**src/rtl/hazard_scoreboard.sv**
```systemverilog
// Issue-stage interlock: per-register forwarding countdowns, single-divider
// serialisation and a saturating stall-cycle counter.
module hazard_scoreboard #(
   parameter int NREG     = 32,
   parameter int LOAD_LAT = 1,
   parameter int MUL_LAT  = 2,
   parameter int CNT_W    = 2
) (
   input  logic        clk,
   input  logic        rst,
   input  logic        id_valid,
   input  logic        id_rs1_ren,
   input  logic [4:0]  id_rs1,
   input  logic        id_rs2_ren,
   input  logic [4:0]  id_rs2,
   input  logic        id_rd_we,
   input  logic [4:0]  id_rd,
   input  logic [1:0]  id_op_class,
   input  logic        ex_allowin,
   input  logic        pipe_adv,
   input  logic        div_done,
   input  logic        flush,
   output logic        id_stall,
   output logic        id_fire,
   output logic        div_busy,
   output logic        div_kill,
   output logic [31:0] stall_cnt
);
   localparam logic [1:0] OP_ALU  = 2'd0;
   localparam logic [1:0] OP_LOAD = 2'd1;
   localparam logic [1:0] OP_MUL  = 2'd2;
   localparam logic [1:0] OP_DIV  = 2'd3;

   logic [NREG-1:0][CNT_W-1:0] cnt;
   logic [4:0]                 div_rd;
   logic [CNT_W-1:0]           issue_val;
   logic rs1_hz, rs2_hz, waw_hz, div_struct, wr_issue;

   // A source is blocked while its countdown runs or the divider owns it.
   assign rs1_hz = id_rs1_ren && (id_rs1 != 5'd0) &&
                   ((cnt[id_rs1] != '0) || (div_busy && (div_rd == id_rs1)));
   assign rs2_hz = id_rs2_ren && (id_rs2 != 5'd0) &&
                   ((cnt[id_rs2] != '0) || (div_busy && (div_rd == id_rs2)));
   assign waw_hz     = id_rd_we && (id_rd != 5'd0) && div_busy && (div_rd == id_rd);
   assign div_struct = (id_op_class == OP_DIV) && div_busy;

   assign id_stall = id_valid && (rs1_hz || rs2_hz || waw_hz || div_struct);
   assign id_fire  = id_valid && ex_allowin && !id_stall && !flush;
   assign div_kill = flush && div_busy;
   assign wr_issue = id_fire && id_rd_we && (id_rd != 5'd0);

   always_comb begin
      issue_val = '0;
      case (id_op_class)
         OP_LOAD: issue_val = CNT_W'(LOAD_LAT);
         OP_MUL:  issue_val = CNT_W'(MUL_LAT);
         default: issue_val = '0;
      endcase
   end

   // Issue overrides the decrement of the same entry; r0 stays zero.
   always_ff @(posedge clk or posedge rst) begin
      if (rst) begin
         cnt <= '0;
      end else begin
         for (int r = 0; r < NREG; r++) begin
            if (flush || r == 0)
               cnt[r] <= '0;
            else if (wr_issue && (id_rd == 5'(r)) && (id_op_class != OP_DIV))
               cnt[r] <= issue_val;
            else if (pipe_adv && (cnt[r] != '0))
               cnt[r] <= cnt[r] - CNT_W'(1);
         end
      end
   end

   always_ff @(posedge clk or posedge rst) begin
      if (rst) begin
         div_busy <= 1'b0;
         div_rd   <= 5'd0;
      end else if (flush) begin
         div_busy <= 1'b0;
      end else if (wr_issue && (id_op_class == OP_DIV)) begin
         div_busy <= 1'b1;
         div_rd   <= id_rd;
      end else if (div_done) begin
         div_busy <= 1'b0;
      end
   end

   always_ff @(posedge clk or posedge rst) begin
      if (rst)
         stall_cnt <= '0;
      else if (id_stall && (stall_cnt != '1))
         stall_cnt <= stall_cnt + 32'd1;
   end
endmodule

```
**config.mk**
```make
export PLATFORM = sky130hd
export DESIGN_NAME = hazard_scoreboard
export DESIGN_NICKNAME = d
export VERILOG_FILES = /design/src/rtl/hazard_scoreboard.sv
export SDC_FILE = /design/constraint.sdc
export NUM_CORES = 1
export LEC_CHECK = 0
export CAP_MARGIN = 20
export CORE_AREA = 2 2 129 131
export CTS_CLUSTER_DIAMETER = 200
export DETAILED_ROUTE_END_ITERATION = 8
export DIE_AREA = 0 0 131 133
export GPL_TIMING_DRIVEN = 1
export SLEW_MARGIN = 40
export SYNTH_ARGS = -nofsm -noshare
export SYNTH_HDL_FRONTEND = slang
export SYNTH_SLANG_ARGS = --single-unit
```
**constraint.sdc**
```tcl
create_clock -name clk -period 5.3 [get_ports clk]
set_input_delay 1.06 -clock clk [delete_from_list [all_inputs] [get_ports clk]]
set_output_delay 1.06 -clock clk [all_outputs]
set_load 0.01 [all_outputs]
```
==> results by group, run 1 <==
Status
  • Status: finished clean

Synthesis
  • Yosys top cell area share: 0.351
  • Most frequent cells after synthesis: nor2_1, dfrtp_1, inv_1
  • Synth top area cells: dfrtp_1, xnor2_1, ha_1, nor2_1, mux2i_1
  • Synthesized area: 7120 um^2
  • Leading cell type by number of instances after synthesis: nor2_1
  • Mapped Nets: 834
  • YS warnings: 0
  • Mapped Cells: 775
  • Post-synth EDFFs: 0
  • Ys async rst share: 1.00
  • Top_reg_cell synth: dfrtp_1
  • Syn avg cell area: 9.19 um^2
  • Synthesis-stage register bit count: 100
  • Library cells used by synthesis: 63
  • Cell taking the most area after synthesis: dfrtp_1
  • Post-synthesis sequential area ratio: 0.351

Setup path
  • CP Depth: 10
  • Crit Path Max Fanout: 17
  • R2R Path Start: cnt[15]
  • R2R cell count: 9
  • Worst Setup Start Kind: primary input
  • Setup crit end kind: output pin
  • Crit path launch: id_rs1[0]
  • Critical Path RT: 4.24 ns
  • Largest delay contributor family on the critical path: buffers and inverters
  • Crit-path slowest cell: clkdlybuf4s50_1
  • Reg2reg end: div_rd[1]
  • R2R setup slack: 2.10 ns
  • Worst path max stage delay: 0.54 ns
  • Kind of critical path: primary input to output pin
  • Buf/Inv on CP: 4
  • CP arrival: 4.00 ns
  • Critical Path, Cell by Cell: clkdlybuf4s50_1 > buf_12 > inv_2 > mux4_2 > a221o_1 > a41oi_1 > a221o_1 > or2_1 > and2_1 > clkdlybuf4s50_1
  • CP endpoint: id_stall

Cells and area
  • FF+latch area: 2500 um^2
  • Number of diodes: 0
  • Final Instance Area: 8340 um^2
  • Layout cells sized above 1: 0.0841
  • Layout area overhead: 17.1%
  • Nets@finish: 886
  • Multi-input logic area: 4150 um^2
  • Filler instances: 1,497

Pwr
  • Seq pwr share: 0.398
  • Pwr Density: 288 nW/um^2
  • Net Sw Frac: 0.326
  • Peak VDD IR: 0.162 mV
  • Logic pwr share: 0.289
  • Internal power: 1.62 mW
  • P_leak: 3.49 nW
  • Switching pwr: 0.781 mW
  • Clock Power Share: 0.314

Worst hold path
  • Worst hold path type: flop to flop
  • Hold Path Origin: stall_cnt[28]

CTS
  • Max Buffers Root-to-Sink: 2
  • Setup bufs post-CTS: 0
  • Skew-Pair Late Insertion Delay: 0.36 ns
  • TritonCTS sink count: 100
  • H-tree level count: 3
  • Post_cts resized: 0
  • TritonCTS clock tree: yes
  • CTS Root Cell: clkbuf_16
  • CTS Buf Count: 9
  • Clk slew on worst S/H paths: 0.07 ns
  • # hold bufs at CTS: 0

Timing
  • Final Hold Vio Count: 0
  • Final setup skew: 0.00704 ns
  • RSZ-0062 raised after global routing: false
  • Least-Margin Pin Slew: 0.834 ns
  • Setup TNS: 0 ns
  • Final Critical Period: 5.06 ns
  • Worst hold slack: 0.508 ns
  • Fmax: 0.198 GHz
  • Max_slew headroom: 0.441
  • Setup violations, final: 0
  • Crit share post-route: 0.955
  • Fin. max-slew vios: 0
  • Setup slack after layout: 0.239 ns

GRT
  • Vias in the first global route: 6,106
  • Gr busiest metal: met2
  • Met3 Use GR: 0.0332
  • Initial antenna violation count: 0
  • GR Util met1: 0.329
  • GRT overflow: 0
  • All-Layer GR Usage: 0.234
  • First-pass GRT wire length: 31.5 mm
  • Met2 Track Usage GR: 0.372
  • Largest net degree at the start of global routing: 68

Route
  • Drt initial violations: 397
  • Routed Antenna Nets: 0
  • # DRC: 0
  • Total iterations of the first detailed-routing run: 5
  • Vias/cell: 5.71
  • WL final: 19.5 mm
  • Routed via count: 6,012
  • Routed WL per cell: 18.6 um

Placed design
  • Global placer's final weighted congestion: 0.903
  • Placed cell area: 8010 um^2
  • Worst Setup Slack post-DPL: 0.247 ns
  • Port Buf Inserts: 62
  • DP HPWL: 14.0 mm

Floorplan
  • CORE AREA: 16,200 um^2
  • Die W: 131 um
  • Row count: 47
  • IO Count: 63
  • Initial Util: 0.441
  • DIE AREA: 17,400 um^2
  • Die Y: 133 um

Run
  • Max Cap Viol: 0
## power groups by stage
stage | sequential (mW) | combinational (mW) | clock (mW)
floorplan | 0.949 | 0.487 | 0
global placement | 0.963 | 0.654 | 0
detailed placement | 0.966 | 0.691 | 0
CTS | 0.952 | 0.696 | 0.765
global route | 0.967 | 0.776 | 0.796
finish | 0.954 | 0.692 | 0.752
## stage by stage
step	total power, mW	utilization	cells
2_1_floorplan	1.44	-	775
3_3_place_gp	1.62	0.493	1035
3_5_place_dp	1.66	0.495	1036
4_1_cts	2.41	0.516	1052
5_1_grt	2.54	0.516	1052
6_report	2.40	0.516	1052
## cell type report
| type | instances | share of cell area |
|---|---|---|
| clock inverter | 5 | 0.00990 |
| multi-input combinational | 563 | 0.498 |
| timing repair buffer | 83 | 0.0972 |
| clock buffer | 11 | 0.0303 |
| sequential | 100 | 0.300 |
| tap | 220 | 0.0330 |
| inverter | 70 | 0.0318 |
## registers in the layout, indices dropped and copies added, names as in the netlist
signal and cells:
cnt 62, stall_cnt 32, div_rd 5, div_busy 1
## metal layers
layer  up-vias  wire, um  share of wire
li1       2805         -              -
met1      3008      8980           0.46
met2       178      9250           0.47
met3        21       937          0.048
met4         0       356          0.018
met5         -         0              0
## worst register-to-register path: stages, from the launching register on
cell and delay (ns):
dfrtp_1 0.40, nor2_1 0.20, a21oi_1 0.10, a2111oi_0 0.47, a2111oi_0 0.12, or3b_1 0.45, or2_1 0.30, buf_4 0.24
nor3_4 0.47, mux2_4 0.34
## how the worst min path moves through the flow
stage               endpoint  slack [ns]  depth (start not counted)
5_1_grt        stall_cnt[31]        0.54                          1
4_1_cts        stall_cnt[13]        0.51                          1
2_1_floorplan  stall_cnt[13]        0.52                          1
3_5_place_dp   stall_cnt[13]        0.49                          1
3_3_place_gp   stall_cnt[28]        0.50                          1
6_report       stall_cnt[28]        0.51                          1
## layout by cell type (no fill, tap or decap), types with 19 or more instances in the layout
cell / instances
nor2_1: 101
dfrtp_1: 100
inv_1: 68
clkdlybuf4s50_1: 61
xnor2_1: 57
nand3_1: 40
nor2b_1: 33
mux2i_1: 32
ha_1: 32
a211o_1: 31
nor3_1: 28
mux2_1: 28
nand2_1: 23
nand4_1: 23
xor2_1: 19
## cell families after synthesis
logic type / count (synthesis) / share of synthesized area
simple gates: 307 / 0.225
buf+inv: 112 / 0.0692
flops: 100 / 0.351
xor+xnor: 76 / 0.0934
compound gates: 74 / 0.0834
mux: 74 / 0.122
fa+ha+maj: 32 / 0.0562
(Power assumes the default switching activity.)
==> inputs of run 2 (changes only) <==
--- a/config.mk
+++ b/config.mk
@@ -7,6 +7,7 @@
 export LEC_CHECK = 0
 export CAP_MARGIN = 20
 export CORE_AREA = 2 2 129 131
+export CTS_BUF_LIST = sky130_fd_sc_hd__clkbuf_8
 export CTS_CLUSTER_DIAMETER = 200
 export DETAILED_ROUTE_END_ITERATION = 8
 export DIE_AREA = 0 0 131 133
==> results by group, run 2 (synthesis results as in run 1) <==
Worst hold path
  • Hold Path Cell Cnt: 1
  • Worst hold path type: flop to flop

Placed design
  • DP HPWL: 14.0 mm
  • DP Cell Count: 1,036
  • Port Buf Inserts: 62
  • Global placer's final weighted congestion: 0.903

CTS
  • CTS Buf Count: 9
  • TritonCTS clock tree: yes
  • # hold bufs at CTS: 0
  • TritonCTS sink count: 100
  • Max Buffers Root-to-Sink: 2
  • Post_cts resized: 0
  • H-tree level count: 3
  • Skew-Pair Late Insertion Delay: 0.39 ns
  • Setup bufs post-CTS: 0
  • CTS Root Cell: clkbuf_8
  • Clk slew on worst S/H paths: 0.10 ns

Route
  • Routed via count: 5,984
  • Met2 Wirelength: 9.22 mm
  • Top Layer Used: met4
  • WL met3: 1.03 mm
  • Drt initial violations: 405
  • # DRC: 0
  • Vias/cell: 5.69
  • WL met1: 8.92 mm
  • Routed WL per cell: 18.6 um
  • Routed Antenna Nets: 0
  • Total iterations of the first detailed-routing run: 6
  • WL final: 19.5 mm

Cells and area
  • Final Non-Filler Cells: 1,052
  • Most frequent cells in the layout: nor2_1, dfrtp_1, inv_1
  • Layout cells sized above 1: 0.0841
  • Layout area overhead: 15.7%
  • Most common cell after layout, fill and taps aside: nor2_1
  • Max reg flops: 62
  • Reg with most FFs: cnt
  • Filler instances: 1,503
  • Number of diodes: 0
  • Largest regs: cnt (62), stall_cnt (32), div_rd (5)
  • Nets@finish: 886
  • Final Util: 0.510

Timing
  • Fmax: 0.198 GHz
  • Crit share post-route: 0.954
  • Max_slew headroom: 0.455
  • Setup TNS: 0 ns
  • Least-Margin Pin Slew: 0.814 ns
  • Setup violations, final: 0
  • Final Hold Vio Count: 0
  • RSZ-0062 raised after global routing: false
  • Final setup skew: 0.0100 ns
  • Final Critical Period: 5.06 ns
  • Fin. max-slew vios: 0

Pwr
  • Power Total: 2.23 mW
  • Peak VDD IR: 0.138 mV
  • P_leak: 3.44 nW
  • Pwr Density: 270 nW/um^2

Setup path
  • Worst path max stage delay: 0.57 ns
  • Crit-path slowest cell: clkdlybuf4s50_1
  • Worst Setup Start Kind: primary input
  • Critical Path, Cell by Cell: clkdlybuf4s50_1 > buf_12 > nor3_1 > a311oi_1 > a2111oi_0 > a2111oi_0 > or3b_1 > or2_1 > nor2_1 > clkdlybuf4s50_1
  • Setup crit end kind: output pin
  • Crit Path Max Fanout: 17
  • Kind of critical path: primary input to output pin
  • CP arrival: 4.00 ns
  • Critical Path RT: 4.24 ns
  • R2R cell count: 9

Floorplan
  • IO Count: 63
  • Die W: 131 um
  • DIE AREA: 17,400 um^2
  • Die Y: 133 um
  • Row count: 47
  • CORE AREA: 16,200 um^2
  • Initial Util: 0.441

Run
  • Max Cap Viol: 0

GRT
  • GRT overflow: 0
  • Largest net degree at the start of global routing: 68
  • First-pass GRT wire length: 31.5 mm
  • All-Layer GR Usage: 0.234
  • Vias in the first global route: 6,129
  • Initial antenna violation count: 0

Status
  • Status: finished clean
==> run 2: changes by cell type in the layout (fill, tap and decap cells not counted) <==
| cell | before | now |
|---|---|---|
| clkbuf_8 | 2 | 11 |
| clkbuf_16 | 9 | 0 |
==> run 2: power breakdown <==
group | internal [mW] | switching, mW
sequential | 0.850 | 0.103
combinational | 0.326 | 0.367
clock | 0.294 | 0.288
==> run 2: through the flow <==
stage	setup WS, ns	instance area [um^2]	hold WS [ns]
after floorplan	1.20	7120	0.518
after global placement	0.250	7980	0.499
after detailed placement	0.247	8010	0.491
after CTS	0.230	8240	0.518
after global routing	0.0483	8240	0.549
final	0.241	8240	0.517
==> run 2: critical path, delay by kind of cell <==
family | cells | cell delay [ns]
AO/OA/AOI/OAI | 3 | 0.64
buffers and inverters | 3 | 1.19
AND/OR/NAND/NOR | 4 | 1.09
==> run 2: layout make-up <==
cell class / instances / area (um^2) / area share
Inverter: 70 / 265 / 0.0322
Clock inverter: 5 / 82.6 / 0.0100
Clock buffer: 11 / 151 / 0.0184
Sequential cell: 100 / 2500 / 0.304
Tap cell: 220 / 275 / 0.0334
Multi-Input combinational cell: 563 / 4150 / 0.504
Timing Repair Buffer: 83 / 811 / 0.0984
==> run 2: worst paths after layout <==
path                                    start            end  slack (ns)
worst max-delay path                id_rs1[0]        id_fire        0.24
worst min-delay path            stall_cnt[28]  stall_cnt[28]        0.52
worst max register to register        cnt[15]      div_rd[1]        2.10
worst min register to register  stall_cnt[28]  stall_cnt[28]        0.52
max in group asynchronous                 rst        cnt[10]        3.21
min in group asynchronous                 rst        cnt[31]        0.99
==> run 2: routing by layer <==
layer / vias to the layer above / global-route usage
li1: 2809 / -
met1: 2969 / 0.322
met2: 174 / 0.372
met3: 32 / 0.0481
met4: 0 / 0.0668
met5: - / 0
